## src/rtl/instr_phase_sequencer_if.sv

```systemverilog
`default_nettype none
// +----------------------------------------------------------------------------+
// | instr_phase_sequencer_if                                                   |
// | Handshake, instruction and phase-enable bundle of the phase sequencer.     |
// | Rev 1.0                                                                    |
// +----------------------------------------------------------------------------+
interface instr_phase_sequencer_if #(
  parameter int CNT_W = 16
);
  logic             start;
  logic             stop;
  logic [15:0]      ir;
  logic             mem_ready;
  logic             fetch_en;
  logic             ir_load;
  logic             pc_inc;
  logic             alu_en;
  logic             mem_en;
  logic             wb_en;
  logic [2:0]       phase;
  logic             halted;
  logic             err;
  logic [CNT_W-1:0] instr_count;

  modport master (
    input  start, stop, ir, mem_ready,
    output fetch_en, ir_load, pc_inc, alu_en, mem_en, wb_en,
           phase, halted, err, instr_count
  );

  modport slave (
    output start, stop, ir, mem_ready,
    input  fetch_en, ir_load, pc_inc, alu_en, mem_en, wb_en,
           phase, halted, err, instr_count
  );
endinterface
`default_nettype wire

```

## src/rtl/instr_phase_sequencer.sv

```systemverilog
`default_nettype none
// +----------------------------------------------------------------------------+
// | instr_phase_sequencer                                                      |
// | Multi-cycle FETCH/DECODE/EXEC/MEM/WB control with halt, stop and timeout.  |
// | Rev 1.0                                                                    |
// +----------------------------------------------------------------------------+
module instr_phase_sequencer #(
  parameter int WAIT_MAX = 16,
  parameter int CNT_W    = 16
) (
  input  logic                   clk,
  input  logic                   rst,
  instr_phase_sequencer_if.master bus
);

  localparam int WAIT_W = (WAIT_MAX > 0) ? $clog2(WAIT_MAX + 1) : 1;
  localparam bit TIMEOUT_EN = (WAIT_MAX > 0);
  localparam logic [WAIT_W-1:0] WAIT_LAST = WAIT_W'((WAIT_MAX > 0) ? WAIT_MAX - 1 : 0);

  typedef enum logic [2:0] {
    S_IDLE   = 3'd0,
    S_FETCH  = 3'd1,
    S_DECODE = 3'd2,
    S_EXEC   = 3'd3,
    S_MEM    = 3'd4,
    S_WB     = 3'd5,
    S_HALT   = 3'd6,
    S_ERR    = 3'd7
  } state_e;

  state_e              state_q, state_d;
  logic                stop_pend_q, stop_pend_d;
  logic [WAIT_W-1:0]   wait_cnt_q, wait_cnt_d;
  logic [CNT_W-1:0]    instr_count_q, instr_count_d;

  logic                is_hlt;
  logic                need_mem;
  logic                mem_phase;
  logic                timeout;

  assign is_hlt   = (bus.ir[15:14] == 2'b11) && (bus.ir[7:4] == 4'b1111);
  assign need_mem = !bus.ir[15]
                 || (bus.ir[15:11] == 5'b10010)
                 || (bus.ir[15:11] == 5'b10011)
                 || (bus.ir[15:9]  == 7'b1011111);

  assign mem_phase = (state_q == S_FETCH) || (state_q == S_MEM);
  // The WAIT_MAX-th consecutive not-ready cycle is the one that trips the error.
  assign timeout   = TIMEOUT_EN && !bus.mem_ready && (wait_cnt_q == WAIT_LAST);

  always_comb begin
    state_d = state_q;
    case (state_q)
      S_IDLE:   if (bus.start && !bus.stop) state_d = S_FETCH;
      S_FETCH:  if (bus.mem_ready)          state_d = S_DECODE;
                else if (timeout)           state_d = S_ERR;
      S_DECODE: state_d = is_hlt   ? S_HALT : S_EXEC;
      S_EXEC:   state_d = need_mem ? S_MEM  : S_WB;
      S_MEM:    if (bus.mem_ready)          state_d = S_WB;
                else if (timeout)           state_d = S_ERR;
      S_WB:     state_d = (stop_pend_q || bus.stop) ? S_IDLE : S_FETCH;
      S_HALT:   if (stop_pend_q || bus.stop) state_d = S_IDLE;
                else if (bus.start)          state_d = S_FETCH;
      S_ERR:    state_d = S_ERR;
      default:  state_d = S_ERR;
    endcase
  end

  always_comb begin
    stop_pend_d = stop_pend_q;
    if (state_d == S_IDLE && state_q != S_IDLE)
      stop_pend_d = 1'b0;
    else if (bus.stop && state_q != S_IDLE)
      stop_pend_d = 1'b1;
  end

  always_comb begin
    wait_cnt_d = wait_cnt_q;
    if (bus.mem_ready
        || ((state_d != state_q) && ((state_d == S_FETCH) || (state_d == S_MEM))))
      wait_cnt_d = '0;
    else if (mem_phase)
      wait_cnt_d = wait_cnt_q + WAIT_W'(1);
  end

  always_comb begin
    instr_count_d = instr_count_q;
    if (state_q == S_WB)
      instr_count_d = instr_count_q + CNT_W'(1);
  end

  always_ff @(posedge clk or posedge rst) begin
    if (rst) begin
      state_q       <= S_IDLE;
      stop_pend_q   <= 1'b0;
      wait_cnt_q    <= '0;
      instr_count_q <= '0;
    end else begin
      state_q       <= state_d;
      stop_pend_q   <= stop_pend_d;
      wait_cnt_q    <= wait_cnt_d;
      instr_count_q <= instr_count_d;
    end
  end

  assign bus.fetch_en    = (state_q == S_FETCH);
  assign bus.ir_load     = (state_q == S_FETCH) && bus.mem_ready;
  assign bus.pc_inc      = (state_q == S_DECODE);
  assign bus.alu_en      = (state_q == S_EXEC);
  assign bus.mem_en      = (state_q == S_MEM);
  assign bus.wb_en       = (state_q == S_WB);
  assign bus.phase       = state_q;
  assign bus.halted      = (state_q == S_HALT);
  assign bus.err         = (state_q == S_ERR);
  assign bus.instr_count = instr_count_q;

endmodule
`default_nettype wire

```

## src/flat_wrapper.sv

```systemverilog
// flat-port wrapper written by rule: the top's interface ports become plain ports
module instr_phase_sequencer_flat 
#(
  parameter int WAIT_MAX = 16,
  parameter int CNT_W    = 16
)
  (clk, rst, bus_start, bus_stop, bus_ir, bus_mem_ready, bus_fetch_en, bus_ir_load, bus_pc_inc, bus_alu_en, bus_mem_en, bus_wb_en, bus_phase, bus_halted, bus_err, bus_instr_count);
  instr_phase_sequencer_if #(.CNT_W(CNT_W)) bus_i ();
  input  logic clk;
  input  logic rst;
  input wire logic [$bits(bus_i.start)-1:0] bus_start;
  input wire logic [$bits(bus_i.stop)-1:0] bus_stop;
  input wire logic [$bits(bus_i.ir)-1:0] bus_ir;
  input wire logic [$bits(bus_i.mem_ready)-1:0] bus_mem_ready;
  output wire logic [$bits(bus_i.fetch_en)-1:0] bus_fetch_en;
  output wire logic [$bits(bus_i.ir_load)-1:0] bus_ir_load;
  output wire logic [$bits(bus_i.pc_inc)-1:0] bus_pc_inc;
  output wire logic [$bits(bus_i.alu_en)-1:0] bus_alu_en;
  output wire logic [$bits(bus_i.mem_en)-1:0] bus_mem_en;
  output wire logic [$bits(bus_i.wb_en)-1:0] bus_wb_en;
  output wire logic [$bits(bus_i.phase)-1:0] bus_phase;
  output wire logic [$bits(bus_i.halted)-1:0] bus_halted;
  output wire logic [$bits(bus_i.err)-1:0] bus_err;
  output wire logic [$bits(bus_i.instr_count)-1:0] bus_instr_count;
  assign bus_i.start = bus_start;
  assign bus_i.stop = bus_stop;
  assign bus_i.ir = bus_ir;
  assign bus_i.mem_ready = bus_mem_ready;
  assign bus_fetch_en = bus_i.fetch_en;
  assign bus_ir_load = bus_i.ir_load;
  assign bus_pc_inc = bus_i.pc_inc;
  assign bus_alu_en = bus_i.alu_en;
  assign bus_mem_en = bus_i.mem_en;
  assign bus_wb_en = bus_i.wb_en;
  assign bus_phase = bus_i.phase;
  assign bus_halted = bus_i.halted;
  assign bus_err = bus_i.err;
  assign bus_instr_count = bus_i.instr_count;
  instr_phase_sequencer #(.WAIT_MAX(WAIT_MAX), .CNT_W(CNT_W)) u_core (.clk(clk), .rst(rst), .bus(bus_i));
endmodule
```

## config.mk

```make
export PLATFORM = sky130hd
export DESIGN_NAME = instr_phase_sequencer_flat
export DESIGN_NICKNAME = d
export VERILOG_FILES = /design/src/rtl/instr_phase_sequencer_if.sv /design/src/rtl/instr_phase_sequencer.sv /design/src/flat_wrapper.sv
export SDC_FILE = /design/constraint.sdc
export NUM_CORES = 1
export LEC_CHECK = 0
export BUFFER_PORTS_ARGS = -buffer_cell sky130_fd_sc_hd__buf_4
export CORE_UTILIZATION = 45
export CTS_CLUSTER_DIAMETER = 200
export DETAILED_ROUTE_END_ITERATION = 8
export PLACE_DENSITY = 0.75
export SYNTH_ARGS = -nofsm -noshare
export SYNTH_HDL_FRONTEND = slang
export SYNTH_SLANG_ARGS = --single-unit
```

## constraint.sdc

```tcl
create_clock -name clk -period 1.7 [get_ports clk]
set_input_delay 0.34 -clock clk [delete_from_list [all_inputs] [get_ports clk]]
set_output_delay 0.34 -clock clk [all_outputs]
set_load 0.02 [all_outputs]
```

==> reports/qor.yml <==
outcome: "complete, but fails checks"
violations: "negative setup slack"
worstPathRequired_ps: 1890
die_w_um: 58.18
whs_path_depth: 3
synth_area_leader_cell: "dfrtp_1"
drv_slew: 0
ys_top_cells_by_count: "dfrtp_1 (25), xnor2_1 (13), nor2_1 (12), inv_1 (10), nand2_1 (10)"
seq_area_frac_synth: 0.4405
async_flop_share: 1.000
crit_path_max_fanout: 3
fillCellCount: 231
first_iter_violations: 24
yosys-top-cells-area: "dfrtp_1 (44%), xnor2_1 (8.0%), xor2_1 (3.7%)"
r2r_end: "u_core.stop_pend_q"
synth_top_flop_cell: "dfrtp_1"
vias_per_cell: 5.093
fin_cells: 270
worstMarginPinSlew_ps: 337.8
clkSinkCount: 25
grt_pass1_wl_um: 5533
fin_tns_setup_ps: -556.6
cpLargestDelayFamily: "simple AND/OR/NAND/NOR gates"
worstPathCellList: "ha_2 > and3_4 > ha_4 > buf_6 > nor2b_4 > a31oi_1 > and3_1 > a31oi_1"
rrSetupSlack_ps: -90
power_density_nw_per_um2: 1385
setup_viol: 10
worst_hold_slack_ps: 324.9
cp-start-kind: "flop"
p_int_mw: 1.900
ys_ff_latch: 25
drive_gt1_frac: 0.5133
die_y_um: 58.18
clk-insertion-delay-late_ps: 310
vias: 1375
synth.avg_cell_area_um2: 9.794
combPwrFrac: 0.649
swShare: 0.4027
cts-root-buf: "clkbuf_4"
coreArea_um2: 3028
hp-class: "in2reg"
worst_path_max_delay_cell: "dfrtp_1"
antenna_cells: 0
initial_core_util: 0.4690
dieArea_um2: 3384
hold_viol: 0
cts.htree.levels: 1
netlist_instances: 145
netlist_area_um2: 1420
slew_headroom: 0.7724
clkPwrFrac: 0.080
crit_type: "reg2reg"
grt_max_degree: 25
io_buffer_count: 42
power_switching_mw: 1.281
dp_slack_ps: -151.0
path_common_cell: "a31oi_1"
final_antenna_net_count: 0
grt_pass1_vias: 1340
cts_buffers: 3
r2r_start: "u_core.wait_cnt_q[1]"
gp_congestion: 0.8807
worst_slack_ps: -92.91
fin_crit_sh: 1.055
track_usage: 0.2127
fmax_mhz: 557.8
final_area_um2: 2297
path_clk_slew_ps: 120
worstHoldStart: "bus_ir[15]"
p_leak_nw: 1.121
syn2layout_area_growth_pct: 61.76
drc: 0
utilization: 0.7587
firstDrtPassIters: 4
synth_nets: 169
fin_total_pwr_mw: 3.181
hpwl_um: 2426
synth_most_common_cell: "dfrtp_1"
end_kind: "flop"
synth_edf_count: 0
crit_buf_inv: 1
rr_worst_depth: 8
cap_viol_max_count: 0
routed_wl_um: 3625
yosysWarnings: 0
worst-endpoint-arrival_ps: 1980
ir_drop_mv: 0.9447
placed_cells: 249
nets: 251
ys_types: 40
rsz0062_at_grt: "true"
pin_count: 48
wire_per_inst_um: 13.43
place_area_um2: 1976
fin_crit_ps: 1793
grt-ovfl-total: 0
cp_slowest_stage_delay_ps: 410
antenna_found_initial: 0
skew_ps: 4.217
synth_top_cell_area_share: 0.4405
row_count: 20
hold_path_end: "u_core.bus.phase[0]"
clock_path_buffers: 2
p_seq_frac: 0.271
tritoncts: "built"
[registers in the layout, summed over array words and instances, names as in the netlist]
register / flops
u_core.bus.instr_count: 16
u_core.wait_cnt_q: 5
u_core.bus.phase: 3
u_core.stop_pend_q: 1
[tightest hold or removal path: stages]
cell and delay (ps):
buf_4 110, a31oi_4 80, o21ai_1 60
[layer usage]
metal	GRT usage	part of all wire	vias to the layer above
li1	-	-	670
met1	0.2621	0.43	652
met2	0.3711	0.51	47
met3	0.01563	0.044	6
met4	0.1122	0.014	0
met5	0	0	-
[layout make-up]
cell class	instances	area, µm²	share of cell area
Inverter	10	42.54	0.01852
Multi-Input combinational cell	106	857.1	0.3731
Sequential cell	25	629.4	0.2740
Tap cell	44	55.05	0.02397
Timing Repair Buffer	81	686.9	0.2990
Clock buffer	4	26.28	0.01144
[repair_timing]
| action | in CTS | in global routing |
|---|---|---|
| setup endpoints to repair | 16 | 18 |
| endpoints found under the hold margin | 1 | 0 |
| setup buffers | 7 | 10 |
| pin swaps | 7 | 16 |
| hold buffers | 1 | 0 |
| gates resized for setup | 18 | 24 |
[logic make-up (layout without fill, tap and decap cells)]
group                      after synthesis  after routing  share of synthesized area
adders and majority gates                3              3                    0.02643
AOI/OAI and AO/OA                       22             22                     0.1093
xor gates and xnor gates                19             19                     0.1172
DFF                                     25             25                     0.4405
buffers and inverters                   14             95                    0.04053
and+or+nand+nor                         60             60                     0.2511
muxes                                    2              2                    0.01498
[power groups by stage]
stage	registers, mW	logic, mW	clock network (mW)
floorplan	0.921	0.842	0
global placement	0.882	1.44	0
global route	0.875	2.20	0.292
detailed placement	0.892	1.48	0
finish	0.862	2.07	0.254
CTS	0.858	1.74	0.268
[cell usage in the layout, fill, tap and decap left out, types with 2 or more instances in the layout]
| master | instances |
|---|---|
| a211o_1 | 2 |
| a21oi_1 | 2 |
| a31oi_1 | 2 |
| and2_4 | 3 |
| and3_1 | 2 |
| and3_4 | 2 |
| buf_4 | 63 |
| buf_6 | 15 |
| clkbuf_4 | 3 |
| dfrtp_1 | 22 |
| dfrtp_2 | 3 |
| inv_1 | 7 |
| inv_4 | 2 |
| nand2_1 | 9 |
| nand2b_1 | 4 |
| nand3_1 | 5 |
| nand4_1 | 6 |
| nor2_1 | 10 |
| nor2_4 | 2 |
| nor3_1 | 3 |
| o21ai_0 | 3 |
| o21ai_1 | 2 |
| xnor2_1 | 13 |
| xor2_1 | 6 |
[worst max path at each step]
stage,start,end,depth (start not counted)
global route,u_core.wait_cnt_q[1],u_core.wait_cnt_q[4],7
detailed placement,u_core.wait_cnt_q[1],u_core.wait_cnt_q[4],7
global placement,u_core.wait_cnt_q[1],u_core.wait_cnt_q[4],7
floorplan,u_core.wait_cnt_q[0],u_core.wait_cnt_q[4],7
finish,u_core.wait_cnt_q[1],u_core.stop_pend_q,8
CTS,u_core.wait_cnt_q[0],u_core.wait_cnt_q[4],7
Note: power is estimated with default switching activity, not from simulation.
